--- config.mk ---
export PLATFORM = sky130hd
export DESIGN_NAME = pipeline_hazard_ctrl
export DESIGN_NICKNAME = d
export VERILOG_FILES = /design/src/rtl/pipeline_hazard_ctrl.sv
export SDC_FILE = /design/constraint.sdc
export NUM_CORES = 1
export LEC_CHECK = 0
export ABC_AREA = 1
export BUFFER_PORTS_ARGS = -buffer_cell sky130_fd_sc_hd__buf_2
export CAP_MARGIN = 30
export CORE_UTILIZATION = 38
export CTS_CLUSTER_SIZE = 16
export DETAILED_ROUTE_END_ITERATION = 10
export GPL_TIMING_DRIVEN = 0
export SYNTH_ARGS = -nofsm -noshare
export SYNTH_HDL_FRONTEND = slang
export SYNTH_SLANG_ARGS = --single-unit
--- constraint.sdc ---
create_clock -name clk -period 3.2 [get_ports clk]
set_input_delay 0 -clock clk [delete_from_list [all_inputs] [get_ports clk]]
set_output_delay 0 -clock clk [all_outputs]
set_load 0.02 [all_outputs]
--- src/rtl/pipeline_hazard_ctrl.sv ---
// Pipeline sequencer for the 5-stage core: load-use bubbles, branch flushes,
// whole-pipe freeze on data-memory wait, and a saturating stall counter.
module pipeline_hazard_ctrl #(
  parameter int unsigned LOAD_LAT = 1,
  parameter int unsigned CNT_W    = 16
) (
  input  logic             clk,
  input  logic             rst_n,
  input  logic [4:0]       ID_rs1,
  input  logic [4:0]       ID_rs2,
  input  logic [2:0]       ID_ValidReg,
  input  logic [4:0]       EX_rd,
  input  logic [2:0]       EX_ValidReg,
  input  logic             EX_MemRead,
  input  logic             EX_branch_taken,
  input  logic             MEM_MemRead,
  input  logic             MEM_MemWrite,
  input  logic             dmem_ready,
  input  logic             stall_cnt_clr,
  output logic             pc_en,
  output logic             IF_ID_en,
  output logic             IF_ID_flush,
  output logic             ID_EX_en,
  output logic             ID_EX_flush,
  output logic             EX_MEM_en,
  output logic             MEM_WB_bubble,
  output logic             dmem_req,
  output logic [CNT_W-1:0] stall_cnt
);

  localparam int unsigned LW = $clog2(LOAD_LAT + 1);

  typedef enum logic [1:0] {RUN, LU_STALL, MEM_WAIT} state_e;

  state_e           state_q, state_d;
  logic             ret_lu_q, ret_lu_d;
  logic [LW-1:0]    lu_cnt_q, lu_cnt_d;
  logic [CNT_W-1:0] stall_cnt_q, stall_cnt_d;

  logic mem_acc, mem_stall, load_use;
  logic freeze, run_rules, lu_rules;
  logic pc_en_int;
  logic unused_valid_bits;

  assign unused_valid_bits = ^{ID_ValidReg[0], EX_ValidReg[2:1]};

  assign mem_acc   = MEM_MemRead | MEM_MemWrite;
  assign mem_stall = mem_acc & ~dmem_ready;
  assign load_use  = EX_MemRead & EX_ValidReg[0] & (EX_rd != 5'd0) &
                     ((ID_ValidReg[1] & (ID_rs1 == EX_rd)) |
                      (ID_ValidReg[2] & (ID_rs2 == EX_rd)));

  always_comb begin
    state_d       = state_q;
    ret_lu_d      = ret_lu_q;
    lu_cnt_d      = lu_cnt_q;
    freeze        = 1'b0;
    run_rules     = 1'b0;
    lu_rules      = 1'b0;
    pc_en_int     = 1'b1;
    IF_ID_en      = 1'b1;
    IF_ID_flush   = 1'b0;
    ID_EX_en      = 1'b1;
    ID_EX_flush   = 1'b0;
    EX_MEM_en     = 1'b1;
    MEM_WB_bubble = 1'b0;
    dmem_req      = mem_acc;

    case (state_q)
      RUN: begin
        if (mem_stall) begin
          freeze   = 1'b1;
          ret_lu_d = 1'b0;
          state_d  = MEM_WAIT;
        end else begin
          run_rules = 1'b1;
        end
      end
      LU_STALL: begin
        if (mem_stall) begin
          freeze   = 1'b1;
          ret_lu_d = 1'b1;
          state_d  = MEM_WAIT;
        end else begin
          lu_rules = 1'b1;
        end
      end
      MEM_WAIT: begin
        // On completion the upstream stages resume exactly as the interrupted state would.
        if (!dmem_ready) freeze = 1'b1;
        else if (ret_lu_q) lu_rules = 1'b1;
        else run_rules = 1'b1;
      end
      default: state_d = RUN;
    endcase

    if (freeze) begin
      pc_en_int     = 1'b0;
      IF_ID_en      = 1'b0;
      ID_EX_en      = 1'b0;
      EX_MEM_en     = 1'b0;
      MEM_WB_bubble = 1'b1;
    end

    if (run_rules) begin
      state_d = RUN;
      if (EX_branch_taken) begin
        IF_ID_flush = 1'b1;
        ID_EX_flush = 1'b1;
      end else if (load_use) begin
        pc_en_int   = 1'b0;
        IF_ID_en    = 1'b0;
        ID_EX_flush = 1'b1;
        lu_cnt_d    = LW'(LOAD_LAT - 1);
        if (LOAD_LAT > 1) state_d = LU_STALL;
      end
    end

    if (lu_rules) begin
      pc_en_int   = 1'b0;
      IF_ID_en    = 1'b0;
      ID_EX_flush = 1'b1;
      lu_cnt_d    = lu_cnt_q - LW'(1);
      state_d     = (lu_cnt_q == LW'(1)) ? RUN : LU_STALL;
    end

    if (stall_cnt_clr) stall_cnt_d = '0;
    else if (!pc_en_int && (stall_cnt_q != '1)) stall_cnt_d = stall_cnt_q + CNT_W'(1);
    else stall_cnt_d = stall_cnt_q;

    pc_en = pc_en_int;
    if (!rst_n) begin
      pc_en         = 1'b0;
      IF_ID_en      = 1'b0;
      ID_EX_en      = 1'b0;
      EX_MEM_en     = 1'b0;
      IF_ID_flush   = 1'b1;
      ID_EX_flush   = 1'b1;
      MEM_WB_bubble = 1'b1;
      dmem_req      = 1'b0;
    end
  end

  always_ff @(posedge clk or negedge rst_n) begin
    if (!rst_n) begin
      state_q     <= RUN;
      ret_lu_q    <= 1'b0;
      lu_cnt_q    <= '0;
      stall_cnt_q <= '0;
    end else begin
      state_q     <= state_d;
      ret_lu_q    <= ret_lu_d;
      lu_cnt_q    <= lu_cnt_d;
      stall_cnt_q <= stall_cnt_d;
    end
  end

  assign stall_cnt = stall_cnt_q;

endmodule

* After elaboration in Yosys (flattened, before gate mapping)
Cells that the tools add are included.
** Storage, ports and cells
- Register bits after elaboration :: 20
- Input bits :: 29
- Output and inout bits :: 24
- Word-level logic and storage cells :: 79
** Operators by class
- Add/sub/neg operators :: 2
- Eq/ne operators :: 10
- Multiplexer cells :: 42
- Bitwise gates (word level) :: 9
- Reductions and logical operators :: 12
** Operator list (count)
- $mux 1 :: 32
- $mux 16 :: 2
- $add 16x1->16 const B :: 1
- $ne 16x16->1 const B :: 1
- $eq 5x5->1 :: 2
- $pmux 1 s2 :: 4
- $reduce_bool 2->1 :: 4
- $and 1x1->1 :: 6
- $mux 2 :: 3
- $reduce_and 3->1 :: 2
- $reduce_bool 5->1 :: 1
- $ne 2x2->1 const B :: 2
- $ne 4x1->1 const B :: 1
- $pmux 2 s2 :: 1
- $ne 3x3->1 const B :: 1
- $eq 2x1->1 const B :: 1
- $eq 2x2->1 const B :: 1
- $logic_not 2->1 :: 1
- $ne 2x1->1 const B :: 1
- $or 1x1->1 :: 2
- $reduce_and 2->1 :: 1
- $reduce_or 2->1 :: 1
- $logic_and 1x1->1 :: 1
- $logic_not 1->1 :: 1
- 2 further kinds :: 2

* Logic depth before layout (Yosys ltp)
- Word-level depth :: 13
- Mapped depth :: 14
- Mapped depth without buffers :: 13

* Least setup slack after synthesis
OpenSTA, ideal clock, no wires.
- Kind :: flip-flop to output port
- Start :: register state_q[1]
- End :: output port pc_en
- Data arrival time :: 1876 ps
- Data required time :: 3200 ps
- Slack :: 1324 ps
- Stages on the path, launching flop included :: 14
- Buffers on the path :: 2
- Cell sequence :: dfrtp_1 -> inv_1 -> ha_1 -> nor2_1 -> nor2_1 -> inv_1 -> nand2_1 -> nand2_1 -> nand2_1 -> inv_2 -> nand2_4 -> buf_2 -> nor2_1 -> buf_4
** Between the ends
- Word-level cells in the longest chain between the ends :: 9
- Elaborated cells on any way between the ends :: 13
- Classes of those cells :: 2 x eq/ne; 9 x mux; 2 x reduce/logical
** RTL lines
- start, declared :: RTL line 35 : state_e state_q, state_d;
- start signal, assigned :: RTL line 151 : state_q <= state_d;
- $eq 2x1->1 or $logic_not 2->1 (tied branches) :: RTL line 69 : case (state_q)
- $reduce_or 2->1 (no source line)
- $pmux 1 s2 :: RTL line 69
- $mux 1 (4 in series)
- $mux 1 * (2 in series)
- end, declared :: RTL line 20 : output logic pc_en,
Mark *: on every way between the ends. The rest lies on a longest branch, timed or not.

* Worst setup path in the final report
- Start :: register state_q[0]
- End :: output port pc_en
** Between the ends
- Word-level cells in the longest chain between the ends :: 9
- Elaborated cells on any way between the ends :: 13
- Classes of those cells :: 2 x eq/ne; 9 x mux; 2 x reduce/logical
** RTL lines
- $eq 2x1->1 or $logic_not 2->1 (tied branches) :: RTL line 69
- $reduce_or 2->1 (no source line)
- $pmux 1 s2 :: RTL line 69
- $mux 1 :: RTL line 97 : if (freeze) begin
- $mux 1 :: RTL line 110 : end else if (load_use) begin
- $mux 1 :: RTL line 107 : if (EX_branch_taken) begin
- $mux 1 :: RTL line 105 : if (run_rules) begin
- $mux 1 * :: RTL line 119 : if (lu_rules) begin
- $mux 1 * :: RTL line 132 : if (!rst_n) begin
Marks and branches as above.

==> metrics.cfg <==
[status]
status=finished, final reports clean

[setup_path]
startpoint_type=flip-flop
critPathMaxFanout=10
reg2reg_setup_slack_ns=1.30
slowest_delay_ns=0.40
end_kind=output port
path_class=reg -> out
worst-path-buf-inv=5
critPathSlowestCell=dfrtp_1
critPathRequiredTime_ns=3.20
path_delay_family=simple AND/OR/NAND/NOR gates
path_cells=inv_1 -> ha_1 -> nand3_1 -> nand2_1 -> inv_2 -> nor2_1 -> nand3_1 -> nand2_4 -> buf_2 -> nor2_1 -> buf_4 -> buf_2
worstPathArrival_ns=2.26

[floorplan]
die_area_sq_mm=0.004682
coreArea_sq_mm=0.004115
fp.dieH_microns=68.43
io_pins=53
floorplan.initialDensity_pct=40.74
placementRows=23
die_w_microns=68.43

[sta]
fin_crit_sh_pct=70.49
layout_setup_ws_ns=0.9442
fmax_ghz=0.4433
fin_crit_ns=2.256
report.final.slew_viol_count=0
finalSetupViolCount=0
finalHoldViolations=0
finalSetupTns_ns=0
worstMarginPinSlew_ns=0.5152
rsz0062_at_grt=false
clock_skew_ns=0.002283
slew_headroom_pct=65.65

[cts]
clk_pin_slew_ns=0.08
cts.sinks=20
root_buffer=clkbuf_8
clkLatencyLatePin_ns=0.26
ctsResizeCount=0
cts_setup_buffers=0
clockBufferDepth=2
numCtsBuffers=3
htreeDepth=1
cts_tree=done

[final_layout]
diodes=0
multiInputGateArea_sq_um=954.7
n_fill_cell=439
seq_area_sq_um=500.5
fin_nets=345
drive_above_1_share_pct=23.55
syn2layout_area_growth_pct=22.24
layout.cells.non_filler=360

[logic_synthesis]
synth_fp_nets=290
synth_cell_types=26
yosys.area.top_type=dfrtp_1
synth_most_common_cell=nand2_1
yosysSeqAreaShare_pct=29.85
synthCells=256
yosys.area.top_type_share_pct=29.85
synthArstFlopShare_pct=100.0
synth_enable_flop_cells=0
syn_area_sq_mm=0.001677
ys_ff_latch=20
synth_area_per_cell_sq_um=6.549
synth_ff_type=dfrtp_1
synth_area_leaders=dfrtp_1 30%, nand2_1 17%, inv_1 8.7%
synth_commonest_cells=75 x nand2_1, 39 x inv_1, 29 x nand3_1, 20 x dfrtp_1, 20 x nor2_1
yosys_warnings=0

[routing]
drc=0
ant_nets=0
drt_iter0_drc=90
dr.pass1.iters=4
avgRoutedWirePerCell_microns=10.78
drt-met1-wl_microns=2073
wl_met3_microns=162
vias=1711
wl_met2_microns=1637
top_layer=met4
via_per_inst=4.753
drt_wl_total_microns=3882

[place]
place.gp.congestion=0.8776
place_hpwl_microns=3056
placedCellCount=355
dpl_worst_slack_ns=1.220
io_buffers=49

[global_routing]
antenna_found_initial=0
track_usage_pct=19.16
grt_start_max_net_pins=25
grt_pass1_vias=1534
grt_pass1_wl_microns=6837
overflow=0

[min_path]
hp-class=in -> reg

[power_and_ir_drop]
peakVddDrop_uv=309.5
p_leak_nw=1.248
p_per_area_mw_per_mm2=389.3

[job]
maxCapViolCount=0

## through the flow
| step | area (sq um) | utilization, % | hold WS (ns) | power [mW] |
|---|---|---|---|---|
| after global routing | 2049 | 49.80 | 0.1044 | 0.8643 |
| final | 2049 | 49.80 | 0.07697 | 0.7978 |
| after CTS | 2049 | 49.80 | 0.06032 | 0.8083 |
| after global placement | 1984 | 48.22 | 0.009358 | 0.6043 |
| after detailed placement | 1984 | 48.22 | 0.01641 | 0.6069 |
| after floorplan | 1677 | - | -0.2956 | 0.5109 |
## tightest hold or removal path, stage by stage
cell     delay, ns
buf_2         0.07
inv_1         0.07
nand4_1       0.11
nand2_1       0.05
## area by class of cell
| class | count | share of cell area [%] |
|---|---|---|
| Multi-Input combinational cell | 182 | 46.58 |
| Sequential cell | 20 | 24.42 |
| Timing Repair Buffer | 50 | 12.45 |
| Inverter | 45 | 8.242 |
| Tap cell | 50 | 3.052 |
| Clock buffer | 4 | 2.686 |
| Buffer | 9 | 2.564 |
## final timing paths
| path | startpoint | end | cells past startpoint |
|---|---|---|---|
| min in group asynchronous | rst_n | ret_lu_q$_DFFE_PN0P_ | 2 |
| worst min-delay path | stall_cnt_clr | stall_cnt[1]$_DFFE_PN0P_ | 4 |
| worst max-delay path | state_q[0]$_DFFE_PN0P_ | pc_en | 12 |
| max in group asynchronous | rst_n | stall_cnt[7]$_DFFE_PN0P_ | 2 |
| worst min register to register | lu_cnt_q$_DFFE_PN0P_ | lu_cnt_q$_DFFE_PN0P_ | 1 |
| worst max register to register | state_q[0]$_DFFE_PN0P_ | stall_cnt[15]$_DFFE_PN0P_ | 11 |
## cell usage in the layout (no fill, tap or decap), types with 2 or more instances in the layout
cell type / count
ha_1: 5
a21oi_1: 3
buf_1: 2
inv_1: 39
nor3_1: 3
buf_4: 2
o22ai_1: 2
o21ai_0: 2
clkbuf_8: 4
dfrtp_1: 20
o211ai_1: 2
nand3_1: 29
buf_2: 52
nor2_2: 2
nand2_4: 2
nor2_1: 20
nand4_1: 19
xor2_1: 13
inv_2: 6
nand2_1: 75
## repair_timing
item                       in CTS  in global routing
hold endpoints to repair       20                  0
setup endpoints to repair       0                  0
hold buffers                    1                  0
## state kept, by name, summed over array words and instances (netlist names)
name,flops
lu_cnt_q,1
ret_lu_q,1
stall_cnt,16
state_q,2
## kinds of logic after synthesis
| kind of cell | count (synthesis) | synth area share [%] |
|---|---|---|
| buffers and inverters | 54 | 13.21 |
| AO/OA/AOI/OAI | 9 | 3.134 |
| flip-flops | 20 | 29.85 |
| XOR/XNOR | 13 | 6.791 |
| AND/OR/NAND/NOR | 155 | 43.28 |
| adder cells (fa/ha/maj) | 5 | 3.731 |
## routing by layer
metal / vias up / GRT usage, %
met5: - / 0
met4: 0 / 4.688
met2: 32 / 28.80
li1: 917 / -
met1: 760 / 27.68
met3: 2 / 3.833
## power by group
group | leakage [nW] | internal (mW) | switching (mW)
logic | 0.942 | 0.110 | 0.200
registers | 0.276 | 0.272 | 0.0178
clock network | 0.0288 | 0.110 | 0.0891
total | 1.25 | 0.491 | 0.307
Power figures use the tool's default switching activity.
